### config.mk
export PLATFORM = sky130hd
export DESIGN_NAME = eb1_iccm_dumper
export DESIGN_NICKNAME = d
export VERILOG_FILES = /design/src/rtl/eb1_iccm_dumper_pkg.sv /design/src/rtl/eb1_word_serializer.sv /design/src/rtl/eb1_iccm_dumper.sv
export SDC_FILE = /design/constraint.sdc
export NUM_CORES = 1
export LEC_CHECK = 0
export ABC_CLOCK_PERIOD_IN_PS = 3700
export BUFFER_PORTS_ARGS = -buffer_cell sky130_fd_sc_hd__buf_2
export CORE_MARGIN = 10
export CORE_UTILIZATION = 35
export DETAILED_ROUTE_END_ITERATION = 7
export HOLD_SLACK_MARGIN = 0.03
export PLACE_DENSITY = 0.58
export SYNTH_ARGS = -nofsm -noshare
export SYNTH_HDL_FRONTEND = slang
export SYNTH_SLANG_ARGS = --single-unit
### constraint.sdc
create_clock -name clk_i -period 3.7 [get_ports clk_i]
set_input_delay 0 -clock clk_i [delete_from_list [all_inputs] [get_ports clk_i]]
set_output_delay 0 -clock clk_i [all_outputs]
set_load 0.01 [all_outputs]
### src/rtl/eb1_iccm_dumper_pkg.sv
// eb1_iccm_dumper_pkg: state encoding and constants shared by the ICCM dumper and loader
package eb1_iccm_dumper_pkg;
  typedef enum logic [2:0] {
    S_IDLE, S_RD_REQ, S_RD_WAIT, S_TX_BYTE, S_TX_WAIT, S_FIN
  } state_t;
  localparam logic [31:0] EOF_WORD_DEF  = 32'h00000FFF;
  localparam int          ADDR_STEP_DEF = 2;
endpackage

### src/rtl/eb1_word_serializer.sv
// eb1_word_serializer: 32-bit word to MSB-first byte stream with byte index and last-byte flag
module eb1_word_serializer (
  input  logic        clk_i,
  input  logic        rst_i,
  input  logic        load_i,
  input  logic        shift_i,
  input  logic [31:0] word_i,
  output logic [7:0]  byte_o,
  output logic        last_o
);
  logic [31:0] shreg_q;
  logic [1:0]  idx_q;
  always_ff @(posedge clk_i or posedge rst_i)
    if (rst_i) begin
      shreg_q <= '0;
      idx_q   <= '0;
    end else if (load_i) begin
      shreg_q <= word_i;
      idx_q   <= '0;
    end else if (shift_i) begin
      shreg_q <= {shreg_q[23:0], 8'h00};
      idx_q   <= idx_q + 2'd1;
    end
  assign byte_o = shreg_q[31:24];
  assign last_o = idx_q == 2'd3;
endmodule

### src/rtl/eb1_iccm_dumper.sv
// eb1_iccm_dumper: reads an ICCM word range and streams it MSB byte first to the UART transmitter
module eb1_iccm_dumper
  import eb1_iccm_dumper_pkg::*;
#(
  parameter int          ADDR_W    = 14,
  parameter int          ADDR_STEP = ADDR_STEP_DEF,
  parameter int          RD_LAT    = 1,
  parameter bit          SEND_EOF  = 1'b1,
  parameter logic [31:0] EOF_WORD  = EOF_WORD_DEF
) (
  input  logic              clk_i,
  input  logic              rst_i,
  input  logic              start_i,
  input  logic              abort_i,
  input  logic [ADDR_W-1:0] base_addr_i,
  input  logic [ADDR_W-1:0] word_cnt_i,
  output logic              iccm_re_o,
  output logic [ADDR_W-1:0] iccm_addr_o,
  input  logic [31:0]       iccm_rdata_i,
  output logic              tx_dv_o,
  output logic [7:0]        tx_byte_o,
  input  logic              tx_done_i,
  output logic              busy_o,
  output logic              done_o
);
  localparam int LW = RD_LAT > 1 ? $clog2(RD_LAT) : 1;
  state_t            state_q;
  logic [ADDR_W-1:0] addr_q, rem_q;
  logic [LW-1:0]     lat_q;
  logic              eof_q, re_q, dv_q, done_q;
  logic              last, rd_done, word_end, eof_ld, ld, sh;
  assign rd_done  = state_q == S_RD_WAIT && lat_q == LW'(RD_LAT - 1);
  assign word_end = state_q == S_TX_WAIT && tx_done_i && last;
  assign eof_ld   = SEND_EOF && ((state_q == S_IDLE && start_i && word_cnt_i == '0) ||
                                 (word_end && !eof_q && rem_q == ADDR_W'(1)));
  assign ld       = !abort_i && (rd_done || eof_ld);
  // the last byte is not shifted out, so tx_byte_o holds it until the next word loads
  assign sh       = !abort_i && state_q == S_TX_WAIT && tx_done_i && !last;
  eb1_word_serializer u_ser (
    .clk_i  (clk_i),
    .rst_i  (rst_i),
    .load_i (ld),
    .shift_i(sh),
    .word_i (rd_done ? iccm_rdata_i : EOF_WORD),
    .byte_o (tx_byte_o),
    .last_o (last)
  );
  always_ff @(posedge clk_i or posedge rst_i)
    if (rst_i) begin
      state_q <= S_IDLE;
      addr_q  <= '0;
      rem_q   <= '0;
      lat_q   <= '0;
      eof_q   <= 1'b0;
      re_q    <= 1'b0;
      dv_q    <= 1'b0;
      done_q  <= 1'b0;
    end else begin
      re_q   <= 1'b0;
      dv_q   <= 1'b0;
      done_q <= 1'b0;
      if (abort_i) state_q <= S_IDLE;
      else case (state_q)
        S_IDLE: if (start_i) begin
          addr_q <= base_addr_i;
          rem_q  <= word_cnt_i;
          eof_q  <= 1'b0;
          if (word_cnt_i != '0) begin
            state_q <= S_RD_REQ;
            re_q    <= 1'b1;
          end else if (SEND_EOF) begin
            eof_q   <= 1'b1;
            state_q <= S_TX_BYTE;
            dv_q    <= 1'b1;
          end else begin
            state_q <= S_FIN;
            done_q  <= 1'b1;
          end
        end
        S_RD_REQ: begin
          lat_q   <= '0;
          state_q <= S_RD_WAIT;
        end
        S_RD_WAIT: if (rd_done) begin
          state_q <= S_TX_BYTE;
          dv_q    <= 1'b1;
        end else lat_q <= lat_q + LW'(1);
        S_TX_BYTE: state_q <= S_TX_WAIT;
        S_TX_WAIT: if (tx_done_i) begin
          if (!last) begin
            state_q <= S_TX_BYTE;
            dv_q    <= 1'b1;
          end else if (eof_q) begin
            state_q <= S_FIN;
            done_q  <= 1'b1;
          end else begin
            rem_q  <= rem_q - ADDR_W'(1);
            addr_q <= addr_q + ADDR_W'(ADDR_STEP);
            if (rem_q != ADDR_W'(1)) begin
              state_q <= S_RD_REQ;
              re_q    <= 1'b1;
            end else if (SEND_EOF) begin
              eof_q   <= 1'b1;
              state_q <= S_TX_BYTE;
              dv_q    <= 1'b1;
            end else begin
              state_q <= S_FIN;
              done_q  <= 1'b1;
            end
          end
        end
        S_FIN: state_q <= S_IDLE;
        default: state_q <= S_IDLE;
      endcase
    end
  assign iccm_re_o   = re_q;
  assign iccm_addr_o = addr_q;
  assign tx_dv_o     = dv_q;
  assign done_o      = done_q;
  assign busy_o      = state_q != S_IDLE;
endmodule

==> flow_metrics.env <==
export IMPL_root_buffer="clkbuf_8"
export IMPL_worst_ep_arrival_time_ns=2.83
export IMPL_post_cts_buffers=0
export IMPL_drt_iter0_drc=205
export IMPL_final_cell_area_sq_um=5121
export IMPL_hpwl_um=7407
export IMPL_drc=0
export IMPL_layout_drive_gt1_share=0.2140
export IMPL_critPathRequiredTime_ns=3.95
export IMPL_fin_util=0.4745
export IMPL_grt_pass1_vias=3766
export IMPL_syn_avg_cell_area_sq_um=9.034
export IMPL_vias=3775
export IMPL_worst_slack_ns=1.124
export IMPL_worstSetupPathType="reg2reg"
export IMPL_drt_antenna_violating_nets=0
export IMPL_clock_sink_count=70
export IMPL_grt_pass1_wl_um=18800
export IMPL_tightest_slew_ns=1.270
export IMPL_postCtsHoldBufs=61
export IMPL_power_density_nw_per_um2=560.1
export IMPL_layout_nets=620
export IMPL_synth_nets=496
export IMPL_clockBufferDepth=2
export IMPL_first_pass_iters=5
export IMPL_setup_viol=0
export IMPL_start_kind="register"
export IMPL_portBuffers=90
export IMPL_synth_area_sq_um=3857
export IMPL_status="finished clean"
export IMPL_rows=38
export IMPL_cp_slowest_cell="or3_1"
export IMPL_ys_types=54
export IMPL_synthCells=427
export IMPL_min_path_type="in2reg"
export IMPL_ys_warn_count=0
export IMPL_async_reset_ff_frac=1.000
export IMPL_grt_use_total=0.1414
export IMPL_ys_flop_type="dfrtp_1"
export IMPL_cts_buffers=9
export IMPL_maxSlewViolCount=0
export IMPL_wl_per_cell_um=16.39
export IMPL_place_congestion=0.7998
export IMPL_clkSlewWorstSetupHoldPaths_ns=0.08
export IMPL_cap_violations=0
export IMPL_post_route_min_period_ns=2.576
export IMPL_rsz0062_at_grt="false"
export IMPL_clock_fmax_ghz=0.3883
export IMPL_antenna_cells=0
export IMPL_ir_drop_v=0.0002854
export IMPL_start_util=0.3574
export IMPL_slew_limit_headroom=0.1534
export IMPL_hold_violations=0
export IMPL_clock_skew_ns=0.01059
export IMPL_dieWidth_um=125.0
export IMPL_max_stage_delay_ns=0.88
export IMPL_finalCritPeriodShare=0.6961
export IMPL_end_kind="register"
export IMPL_crit_chain="or3_1 > or3_1 > mux2i_1 > o31ai_1"
export IMPL_areaGrowthSynthToFinish_pct=32.76
export IMPL_ys_seq_elements=70
export IMPL_grt_ovfl_total=0
export IMPL_cp_max_fo=30
export IMPL_synth_edf_count=0
export IMPL_fp_coreArea_sq_um=10790
export IMPL_clk_latency_ns=0.36
export IMPL_io_pins=91
export IMPL_antenna_found_initial=0
export IMPL_cts_resized_gates=0
export IMPL_crit_path_frequent_cell="or3_1"
export IMPL_grt_max_degree=48
export IMPL_place_area_sq_um=4320
export IMPL_wl_um=11410
export IMPL_ys_seq_area_frac=0.4541
export IMPL_fp_dieH_um=125.0
export IMPL_p_leak_uw=0.002242
export IMPL_cts_max_level=3
export IMPL_pre_cts_ws_ns=1.173
export IMPL_tns_ns=0
export IMPL_dieArea_sq_um=15620
export IMPL_cts_tree="yes"
export IMPL_vias_per_cell=5.424
state kept, by name (all words and copies together), names as in the netlist:
signal         flops
u_ser.idx_q        2
u_ser.shreg_q     32
rem_q             14
eof_q              1
iccm_re_o          1
done_o             1
tx_dv_o            1
state_q            3
iccm_addr_o       14
lat_q              1
per-stage QoR:
step / std cells / hold WS, ns / total power [uW]
after floorplan: 427 / 0.06314 / 1949
after global placement: 619 / 0.2012 / 2187
after detailed placement: 619 / 0.2039 / 2222
after CTS: 696 / 0.04129 / 2894
after global routing: 696 / 0.06090 / 3086
final: 696 / 0.05949 / 2868
cells in the final DEF (no fill, tap or decap), types with 9 or more instances in the layout:
cell type / instances
nand3_1: 25
dfrtp_1: 70
a21oi_1: 45
buf_2: 90
a22oi_1: 18
o22ai_1: 9
nand2_1: 27
dlygate4sd3_1: 61
nor2_1: 33
nor3_1: 11
o21ai_0: 33
mux2i_1: 14
clkbuf_8: 9
a2bb2oi_1: 9
path summary, 6_finish.rpt:
check	start	to	slack (ns)	cells past startpoint
setup reg to reg	state_q[1]	u_ser.shreg_q[29]	1.12	4
hold / removal	word_cnt_i[13]	rem_q[13]	0.06	3
max in group asynchronous	rst_i	state_q[2]	2.33	4
setup / recovery	state_q[1]	u_ser.shreg_q[29]	1.12	4
min in group asynchronous	rst_i	iccm_addr_o[13]	0.44	3
hold reg to reg	u_ser.shreg_q[15]	u_ser.shreg_q[23]	0.51	2
kinds of logic (layout without fill, tap and decap cells):
| family | count (synthesis) | in the layout | synth area share |
|---|---|---|---|
| fa+ha+maj | 4 | 4 | 0.01297 |
| flops | 70 | 70 | 0.4541 |
| compound gates | 150 | 150 | 0.2462 |
| mux | 15 | 15 | 0.03925 |
| buf+inv | 49 | 178 | 0.06163 |
| simple gates | 138 | 138 | 0.1836 |
| xor+xnor | 1 | 1 | 0.002271 |
cell usage after synthesis, drive strengths merged (6+ instances only):
master   instances  area (sq um)
inv              6         22.52
nand4            6         37.54
a22oi           18         135.1
nor3            12         71.32
o21ai           35         175.2
nand2           27         101.4
o22ai            9         56.30
dfrtp           70          1752
clkbuf          19         71.32
mux2i           14         140.1
a2bb2oi          9         78.83
nor2            33         123.9
nand3           25         125.1
buf             24         143.9
o31ai            8         60.06
nor4             7         50.05
a21oi           45         225.2
layout make-up:
type / instances / area (sq um)
clock buffers: 10 / 127.6
well taps: 140 / 175.2
repair buffers: 156 / 1099
flip-flops and latches: 70 / 1752
clock inverters: 6 / 62.56
fillers: 1034 / 5672
inverters: 6 / 22.52
multi-input cells: 308 / 1883
critical path: cells and delay by family, from the launching register on:
kind | cells | cell delay (ns)
DFF | 1 | 0.52
muxes | 1 | 0.26
AOI/OAI and AO/OA | 1 | 0.25
and+or+nand+nor | 2 | 1.43
routing by layer:
metal  global-route usage  vias to the layer above  wire [um]
met3              0.02155                       16        497
met5                    0                        -          0
li1                     -                     1841          -
met1               0.1883                     1818       5261
met4              0.06436                        0        208
met2               0.2212                      100       5443
power breakdown:
group	internal (uW)	total [uW]	switching (uW)
Sequential	1070	1350	280
Combinational	436	899	463
Clock	310	616	306
Total	1820	2870	1050
No activity file was read; power rests on OpenSTA's default activity.
